`src/rtl/fetch_sequencer.sv`:
```
// Program-counter owner and instruction sequencer: fetches over a req/ack
// handshake, holds the instruction during execute, and applies branch/flag updates.
module fetch_sequencer #(
    parameter int unsigned PC_W     = 10,
    parameter int unsigned INSTR_W  = 16,
    parameter logic [PC_W-1:0] RESET_PC = '0,
    parameter int unsigned CNT_W    = 16
) (
    input  logic               clk,
    input  logic               rst_n,
    input  logic               start,
    output logic               imem_req,
    output logic [PC_W-1:0]    imem_addr,
    input  logic               imem_ack,
    input  logic [INSTR_W-1:0] imem_rdata,
    output logic [INSTR_W-1:0] instr,
    output logic               instr_valid,
    input  logic               exec_done,
    input  logic               halt,
    input  logic               take_branch,
    input  logic [PC_W-1:0]    branch_target,
    input  logic               flag_we,
    input  logic               alu_zero,
    input  logic               alu_positive,
    output logic               prev_zero_flag,
    output logic               prev_positive_flag,
    output logic [PC_W-1:0]    pc,
    output logic [PC_W-1:0]    pc_plus_1,
    output logic               halted,
    output logic [CNT_W-1:0]   retire_count
);

    localparam logic [1:0] IDLE  = 2'd0;
    localparam logic [1:0] FETCH = 2'd1;
    localparam logic [1:0] EXEC  = 2'd2;
    localparam logic [1:0] HALT  = 2'd3;

    logic [1:0] state;
    logic [1:0] next_state;

    // A retiring instruction is one that completes without halting.
    logic exec_fire;
    logic retire;
    logic resume;

    assign exec_fire = (state == EXEC) && exec_done;
    assign retire    = exec_fire && !halt;
    assign resume    = (state == HALT) && start;

    assign pc_plus_1   = pc + PC_W'(1);
    assign imem_addr   = pc;
    assign imem_req    = (state == FETCH);
    assign instr_valid = (state == EXEC);
    assign halted      = (state == HALT);

    // NOTE: next_state gets a default first so no path leaves it unassigned,
    // which would otherwise infer a latch.
    always_comb begin
        next_state = state;
        case (state)
            IDLE:    if (start) next_state = FETCH;
            FETCH:   if (imem_ack) next_state = EXEC;
            EXEC:    if (exec_done) next_state = halt ? HALT : FETCH;
            HALT:    if (start) next_state = FETCH;
            default: next_state = IDLE;
        endcase
    end

    // NOTE: all registered state uses non-blocking assignments so every
    // register samples pre-edge values regardless of statement order.
    always_ff @(posedge clk or negedge rst_n) begin
        if (!rst_n) begin
            state <= IDLE;
        end else begin
            state <= next_state;
        end
    end

    always_ff @(posedge clk or negedge rst_n) begin
        if (!rst_n) begin
            pc <= RESET_PC;
        end else if (retire) begin
            pc <= take_branch ? branch_target : pc_plus_1;
        end else if (resume) begin
            pc <= pc_plus_1;
        end
    end

    always_ff @(posedge clk or negedge rst_n) begin
        if (!rst_n) begin
            instr <= '0;
        end else if ((state == FETCH) && imem_ack) begin
            instr <= imem_rdata;
        end
    end

    // Flags written by instruction N are only visible to N+1 onwards.
    always_ff @(posedge clk or negedge rst_n) begin
        if (!rst_n) begin
            prev_zero_flag     <= 1'b0;
            prev_positive_flag <= 1'b0;
        end else if (retire && flag_we) begin
            prev_zero_flag     <= alu_zero;
            prev_positive_flag <= alu_positive;
        end
    end

    always_ff @(posedge clk or negedge rst_n) begin
        if (!rst_n) begin
            retire_count <= '0;
        end else if (retire && (retire_count != {CNT_W{1'b1}})) begin
            retire_count <= retire_count + CNT_W'(1);
        end
    end

endmodule

```
`config.mk`:
```
export PLATFORM = sky130hd
export DESIGN_NAME = fetch_sequencer
export DESIGN_NICKNAME = d
export VERILOG_FILES = /design/src/rtl/fetch_sequencer.sv
export SDC_FILE = /design/constraint.sdc
export NUM_CORES = 1
export LEC_CHECK = 0
export BUFFER_PORTS_ARGS = -buffer_cell sky130_fd_sc_hd__buf_2
export CORE_MARGIN = 4
export CORE_UTILIZATION = 52
export CTS_BUF_LIST = sky130_fd_sc_hd__clkbuf_2
export DETAILED_ROUTE_END_ITERATION = 6
export GPL_TIMING_DRIVEN = 0
export PLACE_DENSITY = 0.95
export SYNTH_ARGS = -nofsm -noshare
export SYNTH_HDL_FRONTEND = slang
export SYNTH_SLANG_ARGS = --single-unit
```
`constraint.sdc`:
```
create_clock -name clk -period 4.3 [get_ports clk]
set_clock_uncertainty 0.1 [all_clocks]
set_input_delay 0.215 -clock clk [delete_from_list [all_inputs] [get_ports clk]]
set_output_delay 0.215 -clock clk [all_outputs]
set_load 0.1 [all_outputs]
```
# After elaboration in Yosys (flattened, before gate mapping)
# Index checks and enable logic that the tools add are counted.
[op_classes]
n_addsub = 2
n_reduce_logical = 11
mux = 8
n_eq_ne = 7
[op_table]
columns = ["cell", "count"]
rows = [
  ["$mux 10", 3],
  ["$add 16x1->16 const B", 1],
  ["$ne 16x16->1 const B", 1],
  ["$add 10x1->10 const B", 1],
  ["$mux 2", 4],
  ["$logic_and 1x1->1", 6],
  ["$ne 2x1->1 const B", 3],
  ["$pmux 2 s3", 1],
  ["$eq 2x2->1 const B", 2],
  ["$reduce_and 3->1", 1],
  ["$eq 2x1->1 const B", 1],
  ["$logic_not 2->1", 1],
  ["$reduce_bool 2->1", 1],
  ["$reduce_or 2->1", 1],
  ["$logic_not 1->1", 1],
]
[totals]
inputBits = 36
output_inout_bits = 67
word_cells = 34
regBits = 46

# Logic depth before layout (Yosys ltp)
# Gate-level depths: netlist of the first run.
[logic_depth]
depth_word = 4
ltp_mapped = 7
depth_no_buf = 6

# Worst setup path after synthesis of the first run
# No wires, ideal clock.
[synth_path]
path_type = "reg2reg"
start = "register pc[2] (netlist: imem_addr[2])"
end = "register pc[3] (netlist: imem_addr[3])"
stages_incl_launch_ff = 5
t_arrival_ns = 3.394
path_buffers = 0
period_less_slack_ns = 3.575
setup_time_ns = 0.080
slack_ns = 0.725
required_ns = 4.120
path_cell_list = "dfrtp_1 -> nand3_1 -> xnor2_1 -> mux2i_1 -> a21oi_1"
[synth_between]
elab_chain_cells = 3
word_cells_on_any_way = 4
cone_classes = "1 x add/sub; 3 x mux"
[synth_lines]
columns = ["element", "line_no", "text"]
rows = [
  ["start: declaration", "27", "output logic [PC_W-1:0] pc,"],
  ["start signal: assignment", "83", "pc <= take_branch ? branch_target : pc_plus_1;"],
  ["start signal: assignment", "85", "pc <= pc_plus_1;"],
  ["$add 10x1->10 *", "50", "assign pc_plus_1 = pc + PC_W'(1);"],
  ["named net pc_plus_1[3]", "28", "output logic [PC_W-1:0] pc_plus_1,"],
  ["$mux 10 (on tied branches)", "84, 83", ""],
  ["$mux 10 *", "82", "end else if (retire) begin"],
]
# Mark *: on every way through the listed nets, which the timed path passes. The rest lies on a longest branch. The select of a mux whose other input is x is not followed.
# A chain may end at the register's enable or synchronous reset.

# Final worst setup path of the first run
[layout_path]
start = "register pc[0] (netlist: imem_addr[0])"
end = "output port pc_plus_1[6]"
[layout_between]
elab_chain_cells = 1
[layout_lines]
columns = ["element", "line_no"]
rows = [
  ["$add 10x1->10", "50"],
  ["end: declaration", "28"],
]
# No other way between the ends.

==> impl_metrics.ini, run 1 <==
[run_status]
outcome = finished, final reports clean

[logic_synthesis]
netlist.top_cell.by_area = dfrtp_1
synth_top_flop_cell = dfrtp_1
syn_inst = 213
synth_cell_types = 32
synth_commonest_cells = dfrtp_1 (46), mux2_2 (18), inv_1 (16)
syn_area_um2 = 2296
synth_seq_cells = 46
synth_top_area_share_pct = 50.14
ys_seq_area_share_pct = 50.14
synth_area_leaders = dfrtp_1 (50%), mux2_2 (8.8%), xnor2_1 (4.6%)
avgSynthCellArea_um2 = 10.78
yosysMostFrequentCell = dfrtp_1
async_flop_share_pct = 100.0
yosysWarnings = 0
syn_nets = 254
synth_edf_count = 0

[global_routing]
grtUsageTotal_pct = 22.43
grt_max_degree = 47
grt_pass1_vias = 2114
grt-ovfl-total = 0
grt_pass1_wl_mm = 9.487
antenna_found_initial = 0

[timing]
fin_crit_sh_pct = 64.17
max_freq_mhz = 362.4
final.min_clock_period_ns = 2.759
timing.final.ws_setup_ns = 1.541
rsz0062_at_grt = no
relSlewSlack_pct = 33.37
hold_violations = 0
tightest_slew_ns = 0.9995
tns_ns = 0
slew_violations = 0
setup_viol = 0

[critical_path]
end_kind = output port
regToRegStartpoint = state[0]
start_kind = flop
arrival_ns = 2.44
critPathKind = flop to output port
cp_data_required_time_ns = 3.98
startpoint = imem_addr[0]
crit_path_max_fanout = 7

[floorplanning]
die_h_um = 74.45
io_pins = 103
rows = 23
die_w_um = 74.45
core_area_um2 = 4144
dieArea_um2 = 5542
start_util_pct = 55.40

[drt]
wl_mm = 6.075
ant_nets = 0
via_count = 2122
vias_per_cell = 5.292
firstDrtPassIters = 4
drt_iter0_drc = 81
wl_per_cell_um = 15.15
drc = 0

[clocking]
cts.clk_slew.worst_paths_ns = 0.22
cts_tree = built
cts_buffers = 5
cts-root-buf = clkbuf_2
insertion_delay_ns = 0.41
cts.sinks = 46
clock_path_buffers = 2
htree_levels = 2

[min_path]
hp-start = branch_target[2]
min_path_type = input pin to flop

[placed_design]
hpwl_mm = 4.222
port_buffers = 102
gp_congestion = 0.8592
pre_cts_slack_ns = 2.060

[flow_run]
cap_violations = 0

[layout]
final_nets = 391
nFillCells = 269
utilization_pct = 76.99
syn_to_final_growth_pct = 38.96
drive_gt1_share_pct = 41.03
sequential_cell_area_um2 = 1151
multi_input_area_um2 = 982.2
insertedDiodeCount = 0
-- per-layer routing --
metal  vias up  wire length [µm]  global-route usage, %
met1       993              2348                  26.89
met5         -                 0                      0
li1       1006                 -                      -
met3        15               546                  4.865
met4         0               142                  8.498
met2       108              3037                  39.41
-- sequential cells by signal (all words and copies together) (netlist names) --
signal / flops
prev_zero_flag: 1
imem_addr: 10
retire_count: 16
state: 2
instr: 16
prev_positive_flag: 1
-- through the flow --
step,instance area [µm²],instances,hold slack (ns)
after floorplan,2296,213,-0.1806
after global placement,2869,365,0.3379
after detailed placement,2869,365,0.3399
after CTS,3181,400,0.002103
after global routing,3191,401,-0.003407
final,3191,401,0.03930
-- final timing paths --
kind	endpoint	slack [ns]	cells past startpoint
worst max register to register	retire_count[15]	2.06	6
min in group asynchronous	instr[8]	0.38	2
worst max-delay path	pc_plus_1[6]	1.54	6
max in group asynchronous	retire_count[13]	3.11	2
worst min-delay path	imem_addr[2]	0.04	3
worst min register to register	retire_count[13]	0.41	1
-- placed cells by master, fill, tap and decap left out, drive strengths merged, types with 4 or more instances in the layout --
master       Yosys  layout
a21oi           14      14
buf             12     114
clkbuf           4       9
dfrtp           46      46
dlygate4sd3      0      28
ha               5       5
inv             16      16
mux2            19      19
nand2           11      11
nand3           10      10
nand4            8       8
nor2             7       7
nor3             4       4
nor4             5       5
o21ai            4       4
o22ai            6       6
xnor2           12      12
xor2            11      11
-- critical path: stages, from the launching register on --
cell and delay [ns]:
dfrtp_1 0.53, ha_1 0.30, nand4_1 0.22, or2_2 0.35, xor2_1 0.16, inv_1 0.06
buf_2 0.42
-- cell type report --
class / instances / share of cell area (%)
repair buffers: 130 / 24.78
well taps: 50 / 1.961
multi-input cells: 135 / 30.78
inverters: 16 / 1.882
flip-flops and latches: 46 / 36.08
clock inverters: 3 / 0.5098
plain buffers: 16 / 3.216
clock buffers: 5 / 0.7843
-- kinds of logic (layout without fill, tap and decap cells) --
group	Yosys count	count (layout)	share of synthesized area [%]
AO/OA/AOI/OAI	26	26	6.322
XOR/XNOR	23	23	8.774
adder cells (fa/ha/maj)	5	5	2.725
buffers and inverters	32	170	7.084
flip-flops	46	46	50.14
multiplexers	22	22	10.63
AND/OR/NAND/NOR	59	59	14.33
-- timing repair --
action,4_1_cts,5_1_grt
endpoints found under the hold margin,72,1
setup buffers,0,0
resized for setup,0,0
hold buffers,27,1
Power of run 1 is left out: the tool's default activity adds up to more than one toggle a clock period on the data nets, which glitch-free logic cannot reach.
==> run 2, diff against run 1 <==
--- a/config.mk
+++ b/config.mk
@@ -5,13 +5,14 @@
 export SDC_FILE = /design/constraint.sdc
 export NUM_CORES = 1
 export LEC_CHECK = 0
+export ABC_AREA = 1
 export BUFFER_PORTS_ARGS = -buffer_cell sky130_fd_sc_hd__buf_2
 export CORE_MARGIN = 4
-export CORE_UTILIZATION = 52
+export CORE_UTILIZATION = 46
 export CTS_BUF_LIST = sky130_fd_sc_hd__clkbuf_2
 export DETAILED_ROUTE_END_ITERATION = 6
 export GPL_TIMING_DRIVEN = 0
-export PLACE_DENSITY = 0.95
+export PLACE_DENSITY = 0.88
 export SYNTH_ARGS = -nofsm -noshare
 export SYNTH_HDL_FRONTEND = slang
 export SYNTH_SLANG_ARGS = --single-unit
==> constraint.sdc (replaced) <==
create_clock -name clk -period 2.5 [get_ports clk]
set_clock_uncertainty 0.1 [all_clocks]
set_input_delay 0.125 -clock clk [delete_from_list [all_inputs] [get_ports clk]]
set_output_delay 0.125 -clock clk [all_outputs]
set_load 0.1 [all_outputs]
==> run 2 against run 1 <==
Clock-buffer cell count unchanged. Critical path depth unchanged. Critical path type unchanged. Global-route usage decreased by 2.0 points. Highest routed layer unchanged. Routed wire length increased by 15%. Die area increased by 27%. Non-clock buffer count increased by 8. Sequential cell count unchanged. Register-to-register slack got worse by 1.8 ns. First-iteration DRC count increased by 52%. Synthesized cell count increased by 53%.
==> impl_metrics.ini, run 2 <==
[global_routing]
grtUsageTotal_pct = 20.47
grt-ovfl-total = 0
grt_pass1_wl_mm = 11.96
grt_pass1_vias = 2635
grt_max_degree = 47
antenna_found_initial = 0

[logic_synthesis]
async_flop_share_pct = 100.0
syn_nets = 367
synth_commonest_cells = nand2_1 (108), dfrtp_1 (46), nor2_1 (32)
synth_fa_ha_area_share_pct = 2.361
syn_area_um2 = 2650
synth_area_leaders = dfrtp_1 (43%), nand2_1 (15%), mux2_2 (7.6%)
synth_compound_area_share_pct = 5.571
syn_inst = 326
synth_cell_types = 24
ys_seq_area_share_pct = 43.44
synth_top_family_by_area = simple AND/OR/NAND/NOR gates
synthMuxAreaShare_pct = 7.649
synth_edf_count = 0
synth_top_area_share_pct = 43.44
synth_top_flop_cell = dfrtp_1
netlist.top_cell.by_area = dfrtp_1
yosysWarnings = 0
yosysMostFrequentCell = nand2_1
synth-xor-area-share_pct = 3.305
synth_seq_cells = 46
avgSynthCellArea_um2 = 8.129
synth_simple_gate_area_share_pct = 28.47

[drt]
firstDrtPassIters = 4
drt_iter0_drc = 123
vias_per_cell = 4.785
wl_mm = 7.002
via_count = 2603
ant_nets = 0
drc = 0
wl_per_cell_um = 12.87

[timing]
max_freq_mhz = 429.6
slew_violations = 0
hold_violations = 0
rsz0062_at_grt = no
final.min_clock_period_ns = 2.328
fin_crit_sh_pct = 93.10
tightest_slew_ns = 1.043
tns_ns = 0
relSlewSlack_pct = 30.46
setup_viol = 0

[critical_path]
arrival_ns = 2.10
slowest_stage = dfrtp_2
crit_chain = ha_1 -> nand3_1 -> nor2_1 -> xor2_1 -> inv_1 -> buf_2
cpPeakStageDelay_ns = 0.47
r2r_cells = 8
r2r_setup_slack_ns = 0.23
r2r-end = imem_addr[0]
critPathKind = flop to output port
regToRegStartpoint = state[0]
crit_path_max_fanout = 7
cp_data_required_time_ns = 2.28
end_kind = output port
start_kind = flop

[layout]
layout_commonest_cell = nand2_1
nFillCells = 470
insertedDiodeCount = 0
final_cell_mix = nand2_1 (107), buf_2 (103), dfrtp_1 (43)
drive_gt1_share_pct = 35.81
utilization_pct = 66.42
final_nets = 512
syn_to_final_growth_pct = 38.86

[placed_design]
port_buffers = 102
hpwl_mm = 4.888
gp_congestion = 0.8397

[clocking]
cts_buffers = 5
clock_path_buffers = 2
insertion_delay_ns = 0.43
htree_levels = 2
cts_tree = built
cts.sinks = 46
cts-root-buf = clkbuf_2
cts.clk_slew.worst_paths_ns = 0.26

[floorplanning]
rows = 27
dieArea_um2 = 7039
start_util_pct = 47.83
die_w_um = 83.90
die_h_um = 83.90
io_pins = 103
core_area_um2 = 5540

[flow_run]
cap_violations = 0

[run_status]
outcome = finished, final reports clean

[min_path]
hp-start = imem_ack
min_path_type = input pin to flop
whs_endpoint = state[1]
worstHoldPathCells = 5
[run 2: cell types whose count changed in the layout (fill, tap and decap cells not counted), sizes merged, moves of 7 or more]
| cell | change |
|---|---|
| nor2 | +30 |
| nand2 | +102 |
| o21ai | +16 |
| a21oi | -11 |
| dlygate4sd3 | +7 |
| xnor2 | -9 |
| inv | +15 |
[run 2: worst max-delay path: cells and delay by family, from the launching register on]
kind | cells | cell delay (ns)
and+or+nand+nor | 2 | 0.38
xor gates and xnor gates | 1 | 0.12
adders and majority gates | 1 | 0.22
buffers and inverters | 2 | 0.49
DFF | 1 | 0.47
[run 2: how the worst max path moves through the flow]
stage	startpoint	endpoint	slack (ns)	cells past startpoint
finish	imem_addr[0]	pc_plus_1[6]	0.17	6
global route	imem_addr[0]	pc_plus_1[6]	0.02	6
CTS	state[0]	imem_addr[0]	0.06	9
detailed placement	imem_addr[0]	pc_plus_1[8]	0.61	6
global placement	imem_addr[0]	pc_plus_1[8]	0.64	6
floorplan	imem_addr[3]	imem_addr[4]	0.03	5
[run 2: repair_timing]
action,in CTS,in global routing
setup endpoints to repair,0,2
hold buffers,34,1
resized for setup,0,3
buffers inserted,0,2
endpoints found under the hold margin,78,1
[run 2: logic make-up after synthesis]
kind of cell    count (synthesis)
simple gates                  174
buf+inv                        48
flops                          46
compound gates                 25
mux                            18
xor+xnor                       10
fa+ha+maj                       5
[run 2: metrics by stage]
stage	instance area, µm²	setup slack [ns]	hold slack, ns	std cells
2_1_floorplan	2668	0.03199	-0.2706	326
3_3_place_gp	3268	0.6414	0.2522	500
3_5_place_dp	3268	0.6097	0.2602	500
4_1_cts	3650	0.06175	0.01232	542
5_1_grt	3680	0.02168	0.04166	544
6_report	3680	0.1724	0.03491	544
[run 2: area by class of cell]
cell class              instances  area (µm²)  share of cell area (%)
multi-input cells             232        1272                   34.58
flip-flops and latches         46        1155                   31.38
repair buffers                139       878.3                   23.87
inverters                      32       123.9                   3.366
plain buffers                  15       118.9                   3.230
well taps                      72       90.09                   2.448
clock buffers                   5       25.02                  0.6800
clock inverters                 3       16.27                  0.4420
[run 2: per-layer routing]
layer	up-vias	global-route usage, %	routed length [µm]
met5	-	0	0
met4	0	6.579	112
met3	12	4.442	470
met2	86	37.96	3660
met1	1200	23.14	2759
li1	1305	-	-
Power of run 2 is left out for the same reason.
